## config.mk

```make
export PLATFORM = sky130hd
export DESIGN_NAME = sram_read_responder
export DESIGN_NICKNAME = d
export VERILOG_FILES = /design/src/rtl/sram_read_responder.sv
export SDC_FILE = /design/constraint.sdc
export NUM_CORES = 1
export LEC_CHECK = 0
export CAP_MARGIN = 20
export CORE_ASPECT_RATIO = 1.2
export CORE_MARGIN = 4
export CORE_UTILIZATION = 41
export CTS_BUF_LIST = sky130_fd_sc_hd__clkbuf_2 sky130_fd_sc_hd__clkbuf_4 sky130_fd_sc_hd__clkbuf_8
export CTS_CLUSTER_DIAMETER = 30
export DETAILED_ROUTE_END_ITERATION = 7
export PLACE_DENSITY_LB_ADDON = 0.25
export SYNTH_ARGS = -nofsm -noshare
export SYNTH_HDL_FRONTEND = slang
export SYNTH_SLANG_ARGS = --single-unit
```

## constraint.sdc

```tcl
create_clock -name CLK -period 1.6 [get_ports CLK]
set_input_delay 0.16 -clock CLK [delete_from_list [all_inputs] [get_ports CLK]]
set_output_delay 0.16 -clock CLK [all_outputs]
set_load 0.05 [all_outputs]
```

## src/rtl/sram_read_responder.sv

```systemverilog
// Serves single-word SRAM reads for the VGA sampler (data valid two cycles after the request) and
// fills the SRAM from the frame writer in idle slots; reads always win and the sampler is never stalled.
module sram_read_responder #(
  parameter int AW     = 21,
  parameter int DW     = 32,
  parameter int WR_CYC = 2
) (
  input  logic          CLK,
  input  logic          RST,
  input  logic [AW:1]   data_r_address,
  input  logic          data_r_req,
  output logic [DW-1:0] data_r,
  output logic          data_r_empty,
  input  logic          wr_req,
  input  logic [AW:1]   wr_address,
  input  logic [DW-1:0] wr_data,
  output logic          wr_ack,
  output logic [AW:1]   SRAM_A,
  input  logic [DW-1:0] SRAM_DQ_I,
  output logic [DW-1:0] SRAM_DQ_O,
  output logic          SRAM_DQ_OE,
  output logic          SRAM_CE_N,
  output logic          SRAM_OE_N,
  output logic          SRAM_WE_N
);

  localparam int CW = (WR_CYC > 1) ? $clog2(WR_CYC) : 1;
  localparam logic [CW-1:0] WR_LAST = CW'(WR_CYC - 1);

  typedef enum logic [1:0] {IDLE, RD, WR, WR_END} state_t;

  state_t        state, state_d;
  logic [CW-1:0] wr_cnt, wr_cnt_d;
  logic          pending, pending_d;
  logic [AW:1]   pend_addr, pend_addr_d;
  logic [DW-1:0] data_r_d, dq_o_d;
  logic [AW:1]   sram_a_d;
  logic          empty_d, wr_ack_d, dq_oe_d, ce_n_d, oe_n_d, we_n_d;

  always_ff @(posedge CLK or negedge RST) begin
    if (!RST) begin
      state        <= IDLE;
      wr_cnt       <= '0;
      pending      <= 1'b0;
      pend_addr    <= '0;
      data_r       <= '0;
      data_r_empty <= 1'b1;
      wr_ack       <= 1'b0;
      SRAM_A       <= '0;
      SRAM_DQ_O    <= '0;
      SRAM_DQ_OE   <= 1'b0;
      SRAM_CE_N    <= 1'b1;
      SRAM_OE_N    <= 1'b1;
      SRAM_WE_N    <= 1'b1;
    end else begin
      state        <= state_d;
      wr_cnt       <= wr_cnt_d;
      pending      <= pending_d;
      pend_addr    <= pend_addr_d;
      data_r       <= data_r_d;
      data_r_empty <= empty_d;
      wr_ack       <= wr_ack_d;
      SRAM_A       <= sram_a_d;
      SRAM_DQ_O    <= dq_o_d;
      SRAM_DQ_OE   <= dq_oe_d;
      SRAM_CE_N    <= ce_n_d;
      SRAM_OE_N    <= oe_n_d;
      SRAM_WE_N    <= we_n_d;
    end
  end

  always_comb begin
    state_d     = state;
    wr_cnt_d    = wr_cnt;
    pending_d   = pending;
    pend_addr_d = pend_addr;
    data_r_d    = data_r;
    empty_d     = data_r_empty;
    wr_ack_d    = 1'b0;
    sram_a_d    = SRAM_A;
    dq_o_d      = SRAM_DQ_O;
    dq_oe_d     = SRAM_DQ_OE;
    ce_n_d      = SRAM_CE_N;
    oe_n_d      = SRAM_OE_N;
    we_n_d      = SRAM_WE_N;

    // Any request arriving while the pins are busy becomes (or replaces) the pending read
    if (state != IDLE && data_r_req) begin
      pending_d   = 1'b1;
      pend_addr_d = data_r_address;
      empty_d     = 1'b1;
    end

    case (state)
      IDLE: begin
        ce_n_d  = 1'b1;
        oe_n_d  = 1'b1;
        we_n_d  = 1'b1;
        dq_oe_d = 1'b0;
        if (data_r_req || pending) begin
          sram_a_d  = data_r_req ? data_r_address : pend_addr;
          ce_n_d    = 1'b0;
          oe_n_d    = 1'b0;
          empty_d   = 1'b1;
          pending_d = 1'b0;
          state_d   = RD;
        end else if (wr_req) begin
          sram_a_d = wr_address;
          dq_o_d   = wr_data;
          dq_oe_d  = 1'b1;
          ce_n_d   = 1'b0;
          we_n_d   = 1'b0;
          wr_cnt_d = '0;
          state_d  = WR;
        end
      end
      RD: begin
        data_r_d = SRAM_DQ_I;
        oe_n_d   = 1'b1;
        ce_n_d   = 1'b1;
        state_d  = IDLE;
        if (!data_r_req) empty_d = 1'b0;
      end
      WR: begin
        if (wr_cnt == WR_LAST) begin
          we_n_d   = 1'b1;
          ce_n_d   = 1'b1;
          wr_ack_d = 1'b1;
          state_d  = WR_END;
        end else begin
          wr_cnt_d = wr_cnt + CW'(1);
        end
      end
      WR_END: begin
        dq_oe_d = 1'b0;
        state_d = IDLE;
      end
      default: state_d = IDLE;
    endcase
  end

endmodule

```

==> impl_metrics.tcl <==
set metrics [dict create \
    post-route-period-util_pct 96.1 \
    p_per_area_nw_per_um2 2420 \
    fillers 977 \
    crit_path_start_kind "register" \
    status "completed" \
    grt_pass1_vias 3718 \
    critPathKind "reg -> reg" \
    timing.rr.end "SRAM_DQ_O[2]" \
    p_leak_nw 3.52 \
    antenna_cells 0 \
    yosys.area.top_type "dfrtp_1" \
    synthTopCellsByCount "dfrtp_1 (112), mux2_2 (77), mux2_4 (29)" \
    dp.cells 706 \
    final_hold_viol_count 0 \
    ir_worst_vdd_uv 1060 \
    hold_path_class "in -> reg" \
    ioPinCount 201 \
    synth_cell_types 28 \
    rsz0062_at_grt "no" \
    grt_max_degree 117 \
    syn_inst 351 \
    post_cts_buffers 0 \
    cts.path.max_buffers 2 \
    fin_ws_ns 0.0617 \
    synth_seq_area_share_pct 57.4 \
    cp_max_fo 17 \
    synth_area_um2 5070 \
    timing.rr.start "state[1]" \
    gp_congestion 0.795 \
    final-seq-area_um2 2910 \
    gr-total-overflow 0 \
    min-delay-start "data_r_req" \
    wl_per_cell_um 16.6 \
    tns_ns 0 \
    antenna_found_initial 0 \
    dr.pass1.iters 4 \
    skew_ns 0.0103 \
    synth.top_cell.area_share_pct 55.3 \
    drc 0 \
    portBuffers 200 \
    instances_no_fill 741 \
    finalNetCount 682 \
    async_flop_share_pct 100 \
    cts_tree "yes" \
    ant_nets 0 \
    setup_viol 0 \
    r2r_cells 5 \
    die_y_um 130 \
    clock_latency_ns 0.42 \
    place_ws_ns 0.0569 \
    final_util_pct 62.8 \
    fp.dieW_um 110 \
    ys_warn_count 0 \
    syn_avg_cell_area_um2 14.4 \
    hold_depth 4 \
    vias_per_cell 4.81 \
    drv_cap 0 \
    worst_pin_slew_ns 0.620 \
    fin_crit_ns 1.54 \
    critPathMaxStageDelay_ns 0.37 \
    slowest_stage "dfrtp_1" \
    cp_cell_sequence "inv_1 > ha_4 > nand4bb_4 > buf_12 > mux2_4" \
    rrSetupSlack_ns 0.06 \
    hold_path_end "SRAM_OE_N" \
    ys_ff_latch 116 \
    htree_levels 4 \
    worstPathArrival_ns 1.83 \
    numCtsBuffers 17 \
    start_util_pct 41.9 \
    crit_required_ns 1.89 \
    first_iter_violations 163 \
    synthesis.nets 466 \
    post_route_cells_drive_above_1_share_pct 45.0 \
    clock_sinks 116 \
    clockRootBuffer "clkbuf_8" \
    hpwlAfterDp_mm 8.52 \
    die_area_um2 14200 \
    clk_pin_slew_ns 0.06 \
    areaGrowthSynthToFinish_pct 50.1 \
    wl_mm 12.3 \
    num_vias 3563 \
    grt_pass1_wl_mm 18.6 \
    rows 44 \
    critPathCaptureType "register" \
    placed_area_um2 7120 \
    track_usage_pct 17.0 \
    synth-main-ff-cell "dfrtp_1" \
    final_area_um2 7610 \
    synth_edf_count 0 \
    synth.most_common_cell "dfrtp_1" \
    synth_area_leaders "dfrtp_1 (55%), mux2_2 (17%), mux2_4 (8.6%), mux2i_1 (4.3%), o21ai_0 (2.4%)" \
    timing.slew.headroom_pct 58.7 \
    max_freq_mhz 650 \
    core_um2 12100 \
    multi_input_area_um2 2000 \
    drv_slew 0 \
]
## kinds of logic (layout without fill, tap and decap cells)
logic type	after synthesis	count (layout)	synth area share (%)
muxes	128	128	30.0
buffers and inverters	27	256	3.83
AOI/OAI and AO/OA	39	39	4.47
and+or+nand+nor	36	36	3.08
adders and majority gates	5	5	1.23
DFF	116	116	57.4
## how the worst max path moves through the flow
stage	depth (start not counted)	startpoint	end	slack [ns]
after detailed placement	5	state[0]	SRAM_DQ_O[16]	0.06
after floorplan	6	state[0]	SRAM_DQ_O[0]	0.03
final	5	state[1]	SRAM_DQ_O[2]	0.06
after global placement	5	state[0]	SRAM_DQ_O[16]	0.09
after CTS	5	state[1]	SRAM_DQ_O[13]	0.03
after global routing	5	state[1]	SRAM_DQ_O[0]	0.002
## where the power goes
group	internal (mW)	leakage, nW	total (mW)	switching (mW)
logic	4.08	1.92	10.3	6.22
clock network	1.71	0.220	2.85	1.14
registers	4.46	1.38	5.30	0.844
## sequential cells by signal, indices dropped and copies added, names as in the netlist
signal	count
SRAM_A	21
SRAM_CE_N	1
SRAM_DQ_O	32
SRAM_DQ_OE	1
SRAM_OE_N	1
SRAM_WE_N	1
data_r	32
data_r_empty	1
pend_addr	21
pending	1
state	2
wr_ack	1
wr_cnt	1
## per-layer routing
| layer | track usage, % | vias up | share of wire, % | wire length [um] |
|---|---|---|---|---|
| li1 | - | 1667 | - | - |
| met1 | 20.4 | 1755 | 40 | 4940 |
| met2 | 28.3 | 125 | 51 | 6240 |
| met3 | 5.49 | 16 | 7.5 | 922 |
| met4 | 6.53 | 0 | 1.7 | 206 |
| met5 | 0 | - | 0 | 0 |
## critical path: cells and delay by family, from the launching register on
kind                       cells  cell delay (ns)
adders and majority gates      1             0.19
and+or+nand+nor                1             0.18
DFF                            1             0.37
buffers and inverters          2             0.36
muxes                          1             0.31
## final cells by class
class / count / share of cell area [%]
multi-input cells: 208 / 26.3
inverters: 5 / 0.247
clock inverters: 9 / 1.66
flip-flops and latches: 116 / 38.2
repair buffers: 219 / 27.0
well taps: 161 / 2.65
clock buffers: 23 / 3.91
## through the flow
stage                     total power, mW  hold slack [ns]
after detailed placement             15.6            0.303
after floorplan                      12.3           -0.136
final                                18.5            0.207
after global placement               15.4            0.301
after CTS                            18.6            0.188
after global routing                 19.4            0.210
## what timing repair did
item                                   4_1_cts  5_1_grt
resized for setup                            0        5
hold buffers                                 1        0
setup endpoints to repair                    0       35
endpoints found under the hold margin      112        0
## placed cells by master (no fill, tap or decap), drive strengths merged
| cell | n |
|---|---|
| a21o | 1 |
| a21oi | 7 |
| a311oi | 1 |
| a31oi | 2 |
| and2 | 1 |
| and3 | 1 |
| buf | 110 |
| bufinv | 3 |
| clkbuf | 24 |
| clkdlybuf4s50 | 107 |
| clkinv | 5 |
| clkinvlp | 1 |
| dfrtp | 112 |
| dfstp | 4 |
| dlygate4sd3 | 1 |
| ha | 5 |
| inv | 5 |
| mux2 | 106 |
| mux2i | 22 |
| nand2 | 25 |
| nand4bb | 1 |
| nor2 | 4 |
| nor2b | 1 |
| nor3 | 1 |
| o21ai | 24 |
| o22ai | 1 |
| o31ai | 3 |
| or2 | 2 |
No activity file was read; power rests on OpenSTA's default activity.
